===== src/rtl/bootrom_pkg.sv =====
// Boot ROM overlay controller: shared types and address-map constants.
// Imported by the controller, its address map and the loader interface users.
package bootrom_pkg;

    typedef enum logic [1:0] {
        ST_IDLE = 2'd0,
        ST_LOAD = 2'd1,
        ST_DONE = 2'd2
    } state_t;

    localparam logic [15:0] FF50_ADDR = 16'hFF50;
    localparam logic [15:0] DMG_HI    = 16'h00FF;
    localparam logic [15:0] CGB_LO    = 16'h0200;
    localparam logic [15:0] CGB_HI    = 16'h08FF;
    localparam logic [15:0] CGB_OFF   = 16'h0100;

endpackage


===== src/rtl/bootrom_ctrl_if.sv =====
// Byte-stream loader handshake feeding the boot RAM.
// The loader is the master; the boot controller is the slave.
interface bootrom_ctrl_if;

    logic       ld_start;
    logic       ld_valid;
    logic [7:0] ld_data;
    logic       ld_ready;
    logic       ld_done;

    modport master (
        output ld_start,
        output ld_valid,
        output ld_data,
        input  ld_ready,
        input  ld_done
    );

    modport slave (
        input  ld_start,
        input  ld_valid,
        input  ld_data,
        output ld_ready,
        output ld_done
    );

endinterface


===== src/rtl/bootrom_addr_map.sv =====
// CPU address to boot RAM address translation for the DMG and CGB maps.
// Purely combinational; unmapped addresses translate to zero.
module bootrom_addr_map
    import bootrom_pkg::*;
#(
    parameter int RAM_AW = 11
) (
    input  logic [15:0]       cpu_addr,
    input  logic              is_gbc,
    output logic              hit,
    output logic [RAM_AW-1:0] ram_addr
);

    logic lo_hit;
    logic cgb_hit;

    assign lo_hit  = (cpu_addr <= DMG_HI);
    assign cgb_hit = is_gbc
                  && (cpu_addr >= CGB_LO)
                  && (cpu_addr <= CGB_HI);

    always_comb begin
        hit      = 1'b0;
        ram_addr = '0;
        unique case (1'b1)
            lo_hit: begin
                hit      = 1'b1;
                ram_addr = RAM_AW'(cpu_addr);
            end
            cgb_hit: begin
                hit      = 1'b1;
                ram_addr = RAM_AW'(cpu_addr - CGB_OFF);
            end
            default: ;
        endcase
    end

endmodule


===== src/rtl/bootrom_ctrl.sv =====
// Boot ROM controller: streams the boot image into RAM port B, then
// overlays it onto the CPU map through port A until FF50 disables it.
module bootrom_ctrl
    import bootrom_pkg::*;
#(
    parameter int RAM_AW    = 11,
    parameter int DMG_BYTES = 256
) (
    input  logic              clk_sys,
    input  logic              reset_n,
    input  logic [15:0]       cpu_addr,
    input  logic              cpu_rd,
    input  logic              cpu_wr,
    input  logic [7:0]        cpu_di,
    input  logic              is_gbc,
    bootrom_ctrl_if.slave     ld,
    output logic [RAM_AW-1:0] ram_addr_a,
    input  logic [7:0]        ram_q_a,
    output logic [RAM_AW-1:0] ram_addr_b,
    output logic [7:0]        ram_data_b,
    output logic              ram_wren_b,
    output logic              boot_active,
    output logic              cpu_hold,
    output logic              boot_sel,
    output logic [7:0]        boot_do
);

    localparam logic [RAM_AW-1:0] DMG_LAST = RAM_AW'(DMG_BYTES - 1);

    state_t            state;
    logic [RAM_AW-1:0] cnt;
    logic [RAM_AW-1:0] last;
    logic              ready_q;
    logic              hold_q;
    logic              active_q;
    logic              sel_q;
    logic              map_hit;
    logic [RAM_AW-1:0] map_addr;
    logic              accept;
    logic              last_byte;
    logic              ff50_off;
    logic              unused_di;

    bootrom_addr_map #(
        .RAM_AW (RAM_AW)
    ) u_map (
        .cpu_addr (cpu_addr),
        .is_gbc   (is_gbc),
        .hit      (map_hit),
        .ram_addr (map_addr)
    );

    // reset_n gate keeps a reset cycle from leaking a stray write
    assign accept    = ld.ld_valid && ready_q && reset_n;
    assign last_byte = accept && (cnt == last);
    assign ff50_off  = cpu_wr && (cpu_addr == FF50_ADDR) && cpu_di[0];
    assign unused_di = ^cpu_di[7:1];

    assign ram_wren_b  = accept;
    assign ram_addr_b  = cnt;
    assign ram_data_b  = ld.ld_data;
    assign ld.ld_done  = last_byte;
    assign ld.ld_ready = ready_q;
    assign cpu_hold    = hold_q;
    assign boot_active = active_q;
    assign boot_sel    = sel_q;
    assign boot_do     = sel_q ? ram_q_a : 8'h00;
    assign ram_addr_a  = map_addr;

    always_ff @(posedge clk_sys) begin
        if (!reset_n) begin
            state    <= ST_IDLE;
            cnt      <= '0;
            last     <= DMG_LAST;
            ready_q  <= 1'b0;
            hold_q   <= 1'b1;
            active_q <= 1'b1;
            sel_q    <= 1'b0;
        end else begin
            // uses the pre-write active flag so a racing disable still hits
            sel_q <= cpu_rd && map_hit && active_q
                  && (state == ST_DONE);
            if (ff50_off)
                active_q <= 1'b0;
            if (ld.ld_start) begin
                state   <= ST_LOAD;
                cnt     <= '0;
                last    <= is_gbc ? '1 : DMG_LAST;
                ready_q <= 1'b1;
                hold_q  <= 1'b1;
            end else if (last_byte) begin
                state   <= ST_DONE;
                ready_q <= 1'b0;
                hold_q  <= 1'b0;
            end else if (accept) begin
                cnt <= cnt + 1'b1;
            end
        end
    end

endmodule


===== src/flat_wrapper.sv =====
// flat-port wrapper written by rule: the top's interface ports become plain ports
module bootrom_ctrl_flat import bootrom_pkg::*;
#(
    parameter int RAM_AW    = 11,
    parameter int DMG_BYTES = 256
)
  (clk_sys, reset_n, cpu_addr, cpu_rd, cpu_wr, cpu_di, is_gbc, ram_addr_a, ram_q_a, ram_addr_b, ram_data_b, ram_wren_b, boot_active, cpu_hold, boot_sel, boot_do, ld_ld_start, ld_ld_valid, ld_ld_data, ld_ld_ready, ld_ld_done);
  bootrom_ctrl_if ld_i ();
  input  logic clk_sys;
  input  logic reset_n;
  input  logic [15:0] cpu_addr;
  input  logic cpu_rd;
  input  logic cpu_wr;
  input  logic [7:0] cpu_di;
  input  logic is_gbc;
  output logic [RAM_AW-1:0] ram_addr_a;
  input  logic [7:0] ram_q_a;
  output logic [RAM_AW-1:0] ram_addr_b;
  output logic [7:0] ram_data_b;
  output logic ram_wren_b;
  output logic boot_active;
  output logic cpu_hold;
  output logic boot_sel;
  output logic [7:0] boot_do;
  input wire logic [$bits(ld_i.ld_start)-1:0] ld_ld_start;
  input wire logic [$bits(ld_i.ld_valid)-1:0] ld_ld_valid;
  input wire logic [$bits(ld_i.ld_data)-1:0] ld_ld_data;
  output wire logic [$bits(ld_i.ld_ready)-1:0] ld_ld_ready;
  output wire logic [$bits(ld_i.ld_done)-1:0] ld_ld_done;
  assign ld_i.ld_start = ld_ld_start;
  assign ld_i.ld_valid = ld_ld_valid;
  assign ld_i.ld_data = ld_ld_data;
  assign ld_ld_ready = ld_i.ld_ready;
  assign ld_ld_done = ld_i.ld_done;
  bootrom_ctrl #(.RAM_AW(RAM_AW), .DMG_BYTES(DMG_BYTES)) u_core (.clk_sys(clk_sys), .reset_n(reset_n), .cpu_addr(cpu_addr), .cpu_rd(cpu_rd), .cpu_wr(cpu_wr), .cpu_di(cpu_di), .is_gbc(is_gbc), .ld(ld_i), .ram_addr_a(ram_addr_a), .ram_q_a(ram_q_a), .ram_addr_b(ram_addr_b), .ram_data_b(ram_data_b), .ram_wren_b(ram_wren_b), .boot_active(boot_active), .cpu_hold(cpu_hold), .boot_sel(boot_sel), .boot_do(boot_do));
endmodule

===== config.mk =====
export PLATFORM = sky130hd
export DESIGN_NAME = bootrom_ctrl_flat
export DESIGN_NICKNAME = d
export VERILOG_FILES = /design/src/rtl/bootrom_pkg.sv /design/src/rtl/bootrom_ctrl_if.sv /design/src/rtl/bootrom_addr_map.sv /design/src/rtl/bootrom_ctrl.sv /design/src/flat_wrapper.sv
export SDC_FILE = /design/constraint.sdc
export NUM_CORES = 1
export LEC_CHECK = 0
export BUFFER_PORTS_ARGS = -buffer_cell sky130_fd_sc_hd__buf_2
export CAP_MARGIN = 40
export CORE_AREA = 3 3 44 86
export CTS_BUF_LIST = sky130_fd_sc_hd__clkbuf_4
export DETAILED_ROUTE_END_ITERATION = 12
export DIE_AREA = 0 0 47 89
export PLACE_DENSITY = 0.76
export REMOVE_ABC_BUFFERS = 1
export SLEW_MARGIN = 20
export SYNTH_ARGS = -nofsm -noshare
export SYNTH_HDL_FRONTEND = slang
export SYNTH_HIERARCHICAL = 1
export SYNTH_SLANG_ARGS = --single-unit

===== constraint.sdc =====
create_clock -name clk_sys -period 1.6 [get_ports clk_sys]
set_input_delay 0.16 -clock clk_sys [delete_from_list [all_inputs] [get_ports clk_sys]]
set_output_delay 0.16 -clock clk_sys [all_outputs]
set_load 0.05 [all_outputs]

==> results, run 1 <==
- The flow ran to the end, but the final reports show violations.
- The checks that failed: negative setup slack.
- Counting flops and latches in the post-synthesis netlist gives 17.
- Entering global routing, the biggest net connects 12 pins.
- Dividing the detail-routed wire length by the instance count gives 17.0 µm.
- A synthesized cell averages 8.09 µm².
- The floorplan step defined a die boundary enclosing 4180 µm².
- The residual overflow from global routing is 0.
- The number of hold-slack violations in the final timing report is 0.
- After detailed placement, the design holds a cell count of 276.
- In this run the core area contains 29 standard-cell rows.
- The number of cells on the worst reg-to-reg path is 5.
- The actual transition at the worst max-transition pin is 0.532 ns.
- For the worst setup path, the data required time is 1.44 ns.
- The initial cell density of the core is 0.367.
- The number of max-slew violations in the final report is 0.
- At the end of the flow the core is filled with cells to 0.713.
- The post-synth design cell area is 1170 µm².
- STA classifies the critical path startpoint as an input port.
- The most used flip-flop cell after synthesis is dfxtp_1.
- In this run the number of H-tree levels came out at 1.
- Of the available clock period, the critical path in the final layout requires 1.16.
- After the flow finishes, the layout carries non-filler instances totaling 293.
- The maximum clock frequency is 0.537 GHz.
- The share of synthesized area in the top cell type comes to 0.290.
- The number of buffers inserted for hold repair after clock tree synthesis is 0.
- The count of buffers inserted at the top-level ports is 67.
- In this run the worst path has a maximum fanout of 4.
- The floorplan step set the die height to 89 µm.
- Compared with the post-synthesis result, the final layout area differs by 94.2%.
- TritonCTS built the clock tree.
- The worst min-delay path endpoint is u_core/ld.ld_ready.
- The clock tree buffer depth is 2.
- The number of antenna violations at the first check in global routing was 0.
- In the post-route analysis, the smallest setup slack over all paths is -0.263 ns.
- STA puts the critical path data arrival time at 1.70 ns.
- Setup repair after global routing could not meet its margin everywhere.
- Clock tree synthesis inserted a total of 3 buffers.
- The peak supply drop is 0.000261 V.
- The worst register-to-register path ends at u_core/ram_addr_b[3].
- The number of warnings printed during yosys synthesis is 6.
- Clock-pin slew was measured on the worst setup and hold paths at 0.11 ns.
- Counting I/O delays and the setup requirement, the final critical path takes 1.86 ns.
- The headroom to the max-slew limit is 0.644.
- The filler cell count is 256.
- After detailed routing, the number of remaining DRC violations is 0.
- After detailed routing, the number of vias per cell comes to 5.62.
- The CTS root buffer is clkbuf_4.
- The final clock skew is 0.00590 ns.
- Ranked by instance count, the synthesized netlist is headed by dfxtp_1 (17), and3_1 (11), nand2_1 (11).
- In this run the count of I/O pins placed on the die edge is 91.
- The placer's final routability congestion estimate is 0.825.
- Of all flip-flops after synthesis, the portion carrying an async set or reset was 0.
- The number of nets in the final layout is 313.
- After technology mapping, the gate count stands at 145.
- Once detail routing completed, the nets flagged for antenna violations numbered 0.
- The number of clock sinks seen by CTS is 17.
- The via count of the first global-routing pass is 1774.
- The worst setup path is captured at a primary output.
- For this block, the routed nets add up to 4970 µm of wire.
- The violation count after the first detailed-routing iteration is 37.
- For this design the ratio of total power to cell area is 399 nW/µm².
- The worst hold path class is input port to flop.
- The area of the placeable core is 3190 µm².
- The total negative slack for setup checks is -3.17 ns.
- The final number of setup-violating endpoints is 18.
- The global-route wire length before repair is 7670 µm.
- The length of the first detailed-routing pass in iterations is 4.
- The startpoint identified for the worst register-to-register timing path is u_core/ram_addr_b[9].
- Of the cells placed in the final design, the portion with a size suffix greater than 1 is 0.668.
- The worst hold-check slack is 0.112 ns.
- The instance count along the most critical hold path is 3.
- The overall die width is 47 µm.
- In this run the register-to-register setup slack is -0.10 ns.
- The sequential area share after synthesis is 0.290.
- The netlist uses 42 different library cells.
- Max-cap violations in this run came to 0.
- The clock insertion delay at the later pin of the skew report is 0.31 ns.
- The synthesized design spends more area on one cell type than any other, namely dfxtp_1.
- OpenSTA, run right after detailed placement, puts the worst setup slack at -0.392 ns.
- In this run the most critical hold path is launched from ld_ld_start.
- The type of the setup path with the least slack is input port to primary output.
- Detailed placement ended at an HPWL of 3220 µm.
- By area the synthesized netlist is led by dfxtp_1 (29%), and3_1 (5.9%), buf_4 (5.8%).
- The synthesized design contains 0 enable-type register cells.
- For this run, the total global-route usage over all layers was measured as 0.252.
- 0 antenna diodes ended up in the layout.
- The most frequent cell after synthesis is dfxtp_1.
- The standby leakage power is 0.00105 µW.
- The number of vias in the routed layout is 1646.
[layer usage]
metal	up-vias	track usage	share of wire
met2	92	0.468	0.58
li1	775	-	-
met1	760	0.209	0.29
met3	19	0.0847	0.079
met4	0	0.154	0.046
met5	-	0	0
[kinds of logic after synthesis]
logic type | Yosys count | share of synthesized area
flip-flops | 17 | 0.290
adder cells (fa/ha/maj) | 4 | 0.0406
AO/OA/AOI/OAI | 27 | 0.150
multiplexers | 2 | 0.0171
buffers and inverters | 16 | 0.0811
AND/OR/NAND/NOR | 79 | 0.421
[layout make-up]
cell class,count,area (µm²),area share
multi-input combinational,113,945,0.415
timing repair buffer,122,896,0.393
sequential,17,345,0.152
tap,31,38.8,0.0170
clock buffer,3,22.5,0.00989
inverter,6,22.5,0.00989
clock inverter,1,7.51,0.00330
[cells in the final DEF, fill, tap and decap left out, types with 4 or more instances in the layout]
cell	count
buf_2	53
buf_4	46
buf_6	16
dfxtp_1	13
nand2_1	10
and2_1	9
and3_4	9
nand4_1	8
or4_4	7
buf_8	7
o21ai_0	5
a21oi_2	4
inv_1	4
nor2_1	4
o21ai_2	4
nor3_1	4
dfxtp_2	4
[flip-flops by register name (all words and copies together) (netlist names)]
name / count
u_core/boot_sel: 1
u_core/last: 1
u_core/ld.ld_ready: 1
u_core/boot_active: 1
u_core/ram_addr_b: 11
u_core/state: 1
u_core/cpu_hold: 1
[worst max-delay path by stage]
stage                           from                  to  depth (start not counted)
2_1_floorplan   u_core/ram_addr_b[1]  u_core/ld.ld_ready                          5
3_5_place_dp             cpu_addr[8]       ram_addr_a[4]                          8
3_3_place_gp             cpu_addr[8]       ram_addr_a[5]                          8
5_1_grt                 cpu_addr[12]       ram_addr_a[0]                          6
6_report                cpu_addr[12]       ram_addr_a[0]                          6
4_1_cts        u_core/ram_addr_b[10]          ld_ld_done                          4
[worst max-delay path, stage by stage]
cell and delay [ns]:
buf_8 0.10, nor4_4 0.39, nand2_2 0.15, or4_4 0.54, and3_4 0.21, buf_8 0.14
[report_power, final]
part           total, µW  leakage [µW]  switching, µW  internal, µW
sequential           431      0.000140           3.06           427
clock                251     0.0000139            156          95.5
combinational        226      0.000896            116           110
total                908       0.00105            275           633
[metrics by stage]
step / total power (µW) / cell area [µm²]
2_1_floorplan: 504 / 1100
3_3_place_gp: 616 / 1800
3_5_place_dp: 619 / 1800
4_1_cts: 898 / 2160
5_1_grt: 954 / 2280
6_report: 908 / 2280
[timing repair]
action | 4_1_cts | 5_1_grt
pin swaps | 23 | 12
setup endpoints to repair | 21 | 21
buffers inserted | 7 | 6
gates cloned | 2 | 0
gates resized for setup | 75 | 23
(Power assumes the default switching activity.)
==> run 2: changes to the inputs <==
==> constraint.sdc (replaced) <==
create_clock -name clk_sys -period 1.6 [get_ports clk_sys]
set_input_delay 0.16 -clock clk_sys [delete_from_list [all_inputs] [get_ports clk_sys]]
set_output_delay 0.16 -clock clk_sys [all_outputs]
set_load 0.005 [all_outputs]
==> results, run 2 (same netlist as run 1, synthesis figures left out) <==
- The flow ran to the end, but the final reports show violations.
- The checks that failed: negative setup slack.
- The via count of the first global-routing pass was 1568.
- The critical path is of the flop to primary output type.
- The height of the die is 89 µm.
- CTS built an H-tree with a depth of 1.
- Setup repair after global routing could not meet its margin everywhere.
- The post-layout minimum cycle time is 1.80 ns.
- For the worst setup path, the data arrival time is 1.64 ns.
- The number of nets with antenna violations after routing is 0.
- The fraction of the cycle the final worst path needs is 1.12.
- The maximum clock frequency is 0.556 GHz.
- In this run, post-CTS hold repair placed 0 buffers.
- Of all nets on the critical path, the largest fanout is 4.
- The most common cell after layout, fill and taps aside is buf_2.
- The number of antenna violations at the first check in global routing was 0.
- The worst hold path was traced through 2 stages.
- TritonCTS built the clock tree.
- The post-synthesis to final-layout area growth is 89.2%.
- The clock drives 17 sinks.
- Across all setup checks in the final design, the least slack found is -0.198 ns.
- The number of nets in the final layout is 302.
- The pre-CTS setup slack is -0.311 ns.
- The worst setup path is captured at a primary output.
- The worst min-delay path endpoint is u_core/boot_active.
- The actual transition at the worst max-transition pin is 0.480 ns.
- Once layout is done, the placed cells without fillers occupy 2220 µm².
- The headroom to the max-slew limit is 0.679.
- The routed wire length is 4700 µm.
- The number of vias in the routed layout is 1585.
- For the worst flop-to-flop path, the logic depth is 6.
- The overall fraction of global-route tracks in use is 0.219.
- Clock-pin slew was measured on the worst setup and hold paths at 0.10 ns.
- The sequential cell area is 348 µm².
- In this run the cell area measured after placement is 1740 µm².
- The number of hold-slack violations in the final timing report is 0.
- The final number of setup-violating endpoints is 16.
- After detailed routing, the number of vias per cell comes to 5.62.
- The worst endpoint required time is 1.44 ns.
- The residual overflow from global routing is 0.
- The clock tree buffer depth is 2.
- The antenna diode count is 0.
- The remaining routing DRC violations is 0.
- After floorplanning, the core was sized to cover 3190 µm².
- The HPWL after detailed placement is 3050 µm.
- The register with the most flip-flops in the layout has 11 of them.
- The reg-to-reg critical path startpoint is u_core/ram_addr_b[9].
- The area used by multi-input combinational logic is 985 µm².
- The overall die width is 47 µm.
- After detailed routing, the average wire length per cell comes to 16.7 µm.
- The count of buffers inserted at the top-level ports is 67.
- The worst register-to-register path has a setup slack of -0.17 ns.
- The share of layout cells above drive strength 1 is 0.665.
- The top-level port count is 91.
- At the end of routability-driven placement, the weighted congestion stood at 0.786.
- Leaving out fill and tap cells, the most frequent cells in the layout are buf_2 (54), buf_4 (36), buf_6 (17).
- The number of clock buffers added by TritonCTS is 3.
- IR analysis of the VDD net gives a maximum drop of 0.000319 V.
- The filler cell count is 247.
- The number of cells after detailed placement is 269.
- The pin count of the biggest net entering global routing is 11.
- The CTS root buffer is clkbuf_4.
- The completed layout was analyzed and its total power is 868 µW.
- The worst hold path class is input port to flop.
- The max-cap violation count is 0.
- The endpoint of the worst-slack reg-to-reg timing path is u_core/ram_addr_b[3].
- The number of max-slew violations in the final report is 0.
- The floorplan step defined a die boundary enclosing 4180 µm².
- The worst hold path begins at reset_n.
- The detailed router finished its first iteration with 49 violations.
- In this run the core area contains 29 standard-cell rows.
- The initial cell density of the core is 0.367.
- The clock insertion delay at the later pin of the skew report is 0.29 ns.
- On the final layout, the worst clock skew is 0.00137 ns.
- The standby leakage power is 0.00100 µW.
- The length of the first detailed-routing pass in iterations is 4.
- The utilization after layout is 0.695.
- The first global-routing pass estimated 6710 µm of wire.
- The power per unit of standard cell area is 391 nW/µm².
- The sort of element at the start of the critical path is a flop.
- For this run, the number of standard cells in the final layout without fillers is 282.
[run 2: changes by cell type in the layout (fill, tap and decap cells not counted), sizes merged]
cell      previous run  this run
buf                122       111
clkinv               0         1
clkinvlp             1         0
[run 2: worst max-delay path by stage]
stage | start | endpoint | slack [ns] | cells after the start
final | u_core/ram_addr_b[9] | ld_ld_done | -0.20 | 5
after global routing | u_core/ram_addr_b[9] | ld_ld_done | -0.26 | 5
after CTS | u_core/ram_addr_b[9] | ld_ld_done | -0.20 | 5
after detailed placement | cpu_addr[8] | ram_addr_a[4] | -0.31 | 8
after global placement | cpu_addr[8] | ram_addr_a[1] | -0.26 | 8
after floorplan | u_core/ram_addr_b[0] | u_core/ram_addr_b[8] | -0.09 | 5
[run 2: routing by layer]
metal / track usage / share of wire
met5: 0 / 0
met4: 0.0982 / 0.033
met3: 0.0625 / 0.087
met2: 0.423 / 0.57
met1: 0.190 / 0.31
[run 2: report_power, final]
group	leakage [µW]	internal [µW]	total [µW]	switching, µW
Clock	0.0000177	93.0	234	141
Combinational	0.000843	107	201	94.4
Sequential	0.000140	428	433	5.10
[run 2: layout make-up]
class,instances,area share
sequential,17,0.157
inverter,6,0.0124
tap,31,0.0175
multi-input combinational,113,0.444
timing repair buffer,111,0.357
clock buffer,3,0.0102
clock inverter,1,0.00226
[run 2: worst max-delay path: stages (launching register included)]
cell     delay (ns)
dfxtp_2        0.33
or4_4          0.53
buf_6          0.13
a21oi_2        0.12
buf_4          0.14
buf_6          0.09
[run 2: what timing repair did]
item                                    4_1_cts  5_1_grt
gates resized for setup                      51       34
pin swaps                                    23       18
hold endpoints to repair                      0        0
endpoints found under the setup margin       20       23
cloned                                        1        0
buffers inserted                              6        3
[run 2: stage by stage]
step	TNS, ns	hold slack [ns]
final	-1.67	0.0951
after global routing	-2.44	0.0896
after CTS	-1.50	0.0940
after detailed placement	-3.34	0.320
after global placement	-2.78	0.320
after floorplan	-0.384	0.222
==> run 3: changes to the inputs <==
--- a/config.mk
+++ b/config.mk
@@ -8,10 +8,11 @@
 export BUFFER_PORTS_ARGS = -buffer_cell sky130_fd_sc_hd__buf_2
 export CAP_MARGIN = 40
 export CORE_AREA = 3 3 44 86
-export CTS_BUF_LIST = sky130_fd_sc_hd__clkbuf_4
+export CTS_BUF_LIST = sky130_fd_sc_hd__clkbuf_2
 export DETAILED_ROUTE_END_ITERATION = 12
 export DIE_AREA = 0 0 47 89
 export PLACE_DENSITY = 0.76
+export RECOVER_POWER = 100
 export REMOVE_ABC_BUFFERS = 1
 export SLEW_MARGIN = 20
 export SYNTH_ARGS = -nofsm -noshare
==> results, run 3 (same netlist as run 1, synthesis figures left out) <==
- After clock tree synthesis, the clock-pin slew on the worst setup and hold paths is 0.18 ns.
- The overall fraction of global-route tracks in use is 0.206.
- The area of the placeable core is 3190 µm².
- The antenna diode count is 0.
- The routed wire length is 4800 µm.
- The via count of the first global-routing pass is 1514.
- The top-level port count is 91.
- The height of the die is 89 µm.
- The global routing stage identified its most utilized layer as met2.
- The number of antenna violations at the first check in global routing is 0.
- The standby leakage power is 0.00102 µW.
- The checks that failed: negative setup slack.
- The min-delay analysis places its worst path in the category input port to flop.
- The worst hold path begins at reset_n.
- The met2 routing resource usage after global routing is 0.388.
- The fraction of power spent switching nets is 0.286.
- The beginning of the critical path is u_core/ram_addr_b[0].
- Once detail routing completed, the nets flagged for antenna violations numbered 0.
- The clock tree from TritonCTS is yes.
- The residual overflow from global routing is 0.
- Of the total power, the clock network draws 0.237.
- The count of buffers inserted at the top-level ports is 67.
- The share of layout cells above drive strength 1 is 0.627.
- The global-route wire length before repair is 6400 µm.
- For met1 alone, demand over resource in global routing was 0.182.
- Traced cell by cell, the critical path runs through ha_4 > nand3_4 > or3_4 > a21oi_2 > buf_4 > buf_6.
- The cell with the biggest individual delay on the critical path is dfxtp_2.
- The worst hold-check slack is 0.0766 ns.
- The number of rows created at floorplan is 29.
- After detailed routing, the number of vias per cell comes to 5.58.
- The die is 47 µm wide.
- After the last flow step, the layout net total stands at 306.
- The share of total power dissipated in sequential elements is 0.525.
- Clock tree synthesis inserted a total of 3 buffers.
- The initial utilization of the core area, before any placement, comes to 0.367.
- The flow ran to the end, but the final reports show violations.
- The die covers 4180 µm².
- The clock insertion delay at the later pin of the skew report is 0.30 ns.
- In this run the number of H-tree levels came out at 1.
- The library cells used most frequently in the layout, excluding fill and tap cells, are buf_2 (53), buf_4 (33), buf_6 (19).
- Counting I/O delays and the setup requirement, the final critical path takes 1.82 ns.
- Counting every sink on the clock net gives 17.
- The number of max-slew violations in the final report is 0.
- The peak supply drop is 0.000237 V.
- The HPWL after detailed placement is 3050 µm.
- The final clock skew is 0.0146 ns.
- In the routed design, unresolved DRC markers number 0.
- The pre-CTS setup slack is -0.311 ns.
- The actual transition at the worst max-transition pin is 0.495 ns.
- The violation count after the first detailed-routing iteration is 26.
- The number of hold-slack violations in the final timing report is 0.
- At the worst endpoint, the arrival time is 1.66 ns.
- The pin count of the biggest net entering global routing is 11.
- In the global route stage, met3 resource usage came out at 0.0625.
- The peak fanout along the critical path is 4.
- The maximum clock frequency is 0.549 GHz.
- The worst endpoint required time is 1.44 ns.
- Setup slack on the worst reg-to-reg path comes out at -0.19 ns.
- The area used by multi-input combinational logic is 975 µm².
- The type of the setup path with the least slack is flop to primary output.
- The number of buffers inserted for hold repair after clock tree synthesis is 0.
- The fraction of the cycle the final worst path needs is 1.14.
- The worst register-to-register path has a depth of 7.
- The kind of end point of the critical path is a primary output.
- The root buffer cell chosen for the clock tree is clkbuf_2.
- Across all setup checks in the final design, the least slack found is -0.222 ns.
- The max-cap violation count is 0.
- The sort of element at the start of the critical path is a flop.
- On the worst path, the slowest cell contributes a delay of 0.39 ns.
- The critical path ends at ld_ld_done.
- The number of flip-flops under the largest register name is 11.
- In the final routed layout, each cell accounts on average for 16.8 µm.
- The analysis attributes to net switching a power of 236 µW.
- The clock passes through at most 2 buffers.
- Routability-driven placement finished with a final weighted congestion of 0.786.
- The filler cell count is 254.
- The internal power contribution is 590 µW.
- The sequential cell area is 345 µm².
- The endpoint of the worst-slack reg-to-reg timing path is u_core/ram_addr_b[8].
- Measured against its own limit, the worst slew margin works out to 0.669.
- The length of the first detailed-routing pass in iterations is 5.
- The final number of setup-violating endpoints is 18.
- For this design the ratio of total power to cell area is 374 nW/µm².
- The share of total power dissipated in combinational logic is 0.238.
- The startpoint identified for the worst register-to-register timing path is u_core/ram_addr_b[0].
- Setup repair after global routing could not meet its margin everywhere.
- The post-synthesis to final-layout area growth is 88.2%.
- Across all layers, the routed design uses 1595 vias.
- The library cell used most frequently in the layout, excluding fill and tap cells, is buf_2.
[run 3: timing repair]
action | in CTS | in global routing
setup buffers | 8 | 6
setup endpoints to repair | 21 | 23
resized for setup | 45 | 42
pin swaps | 22 | 23
cloned | 1 | 0
[run 3: worst max-delay path: cells and delay by family, from the launching register on]
family	cells	cell delay [ns]
flip-flops	1	0.39
adder cells (fa/ha/maj)	1	0.15
buffers and inverters	2	0.23
AND/OR/NAND/NOR	2	0.47
AO/OA/AOI/OAI	1	0.12
[run 3: how the worst min path moves through the flow]
stage                               endpoint  slack, ns  depth (start not counted)
after floorplan           u_core/boot_active       0.22                          1
after global placement         ram_data_b[0]       0.32                          0
after detailed placement       ram_data_b[0]       0.32                          0
after CTS                 u_core/boot_active       0.07                          2
after global routing      u_core/boot_active       0.06                          2
final                     u_core/boot_active       0.08                          2
[run 3: per-layer routing]
layer,wire [µm],part of all wire
met4,148,0.031
met2,2740,0.57
met3,392,0.082
met1,1520,0.32
met5,0,0
[run 3: per-stage QoR]
step | total power, µW | util | std cells | TNS [ns] | area, µm²
6_report | 826 | 0.691 | 286 | -2.06 | 2210
5_1_grt | 867 | 0.691 | 286 | -2.71 | 2210
4_1_cts | 804 | 0.628 | 281 | -1.49 | 2000
3_5_place_dp | 583 | 0.546 | 269 | -3.34 | 1740
3_3_place_gp | 580 | 0.546 | 269 | -2.78 | 1740
2_1_floorplan | 483 | - | 135 | -0.384 | 1100
[run 3: power groups by stage]
stage / clock (µW) / combinational [µW] / sequential, µW
after floorplan: 0 / 41.5 / 441
after global placement: 0 / 138 / 442
after detailed placement: 0 / 141 / 442
after CTS: 199 / 172 / 433
after global routing: 220 / 212 / 435
final: 196 / 196 / 434
[run 3: final cells by class]
cell class              instances  share of cell area
clock buffers                   3             0.00681
clock inverters                 1             0.00227
inverters                       6              0.0113
multi-input cells             113               0.442
flip-flops and latches         17               0.157
well taps                      31              0.0176
repair buffers                115               0.364
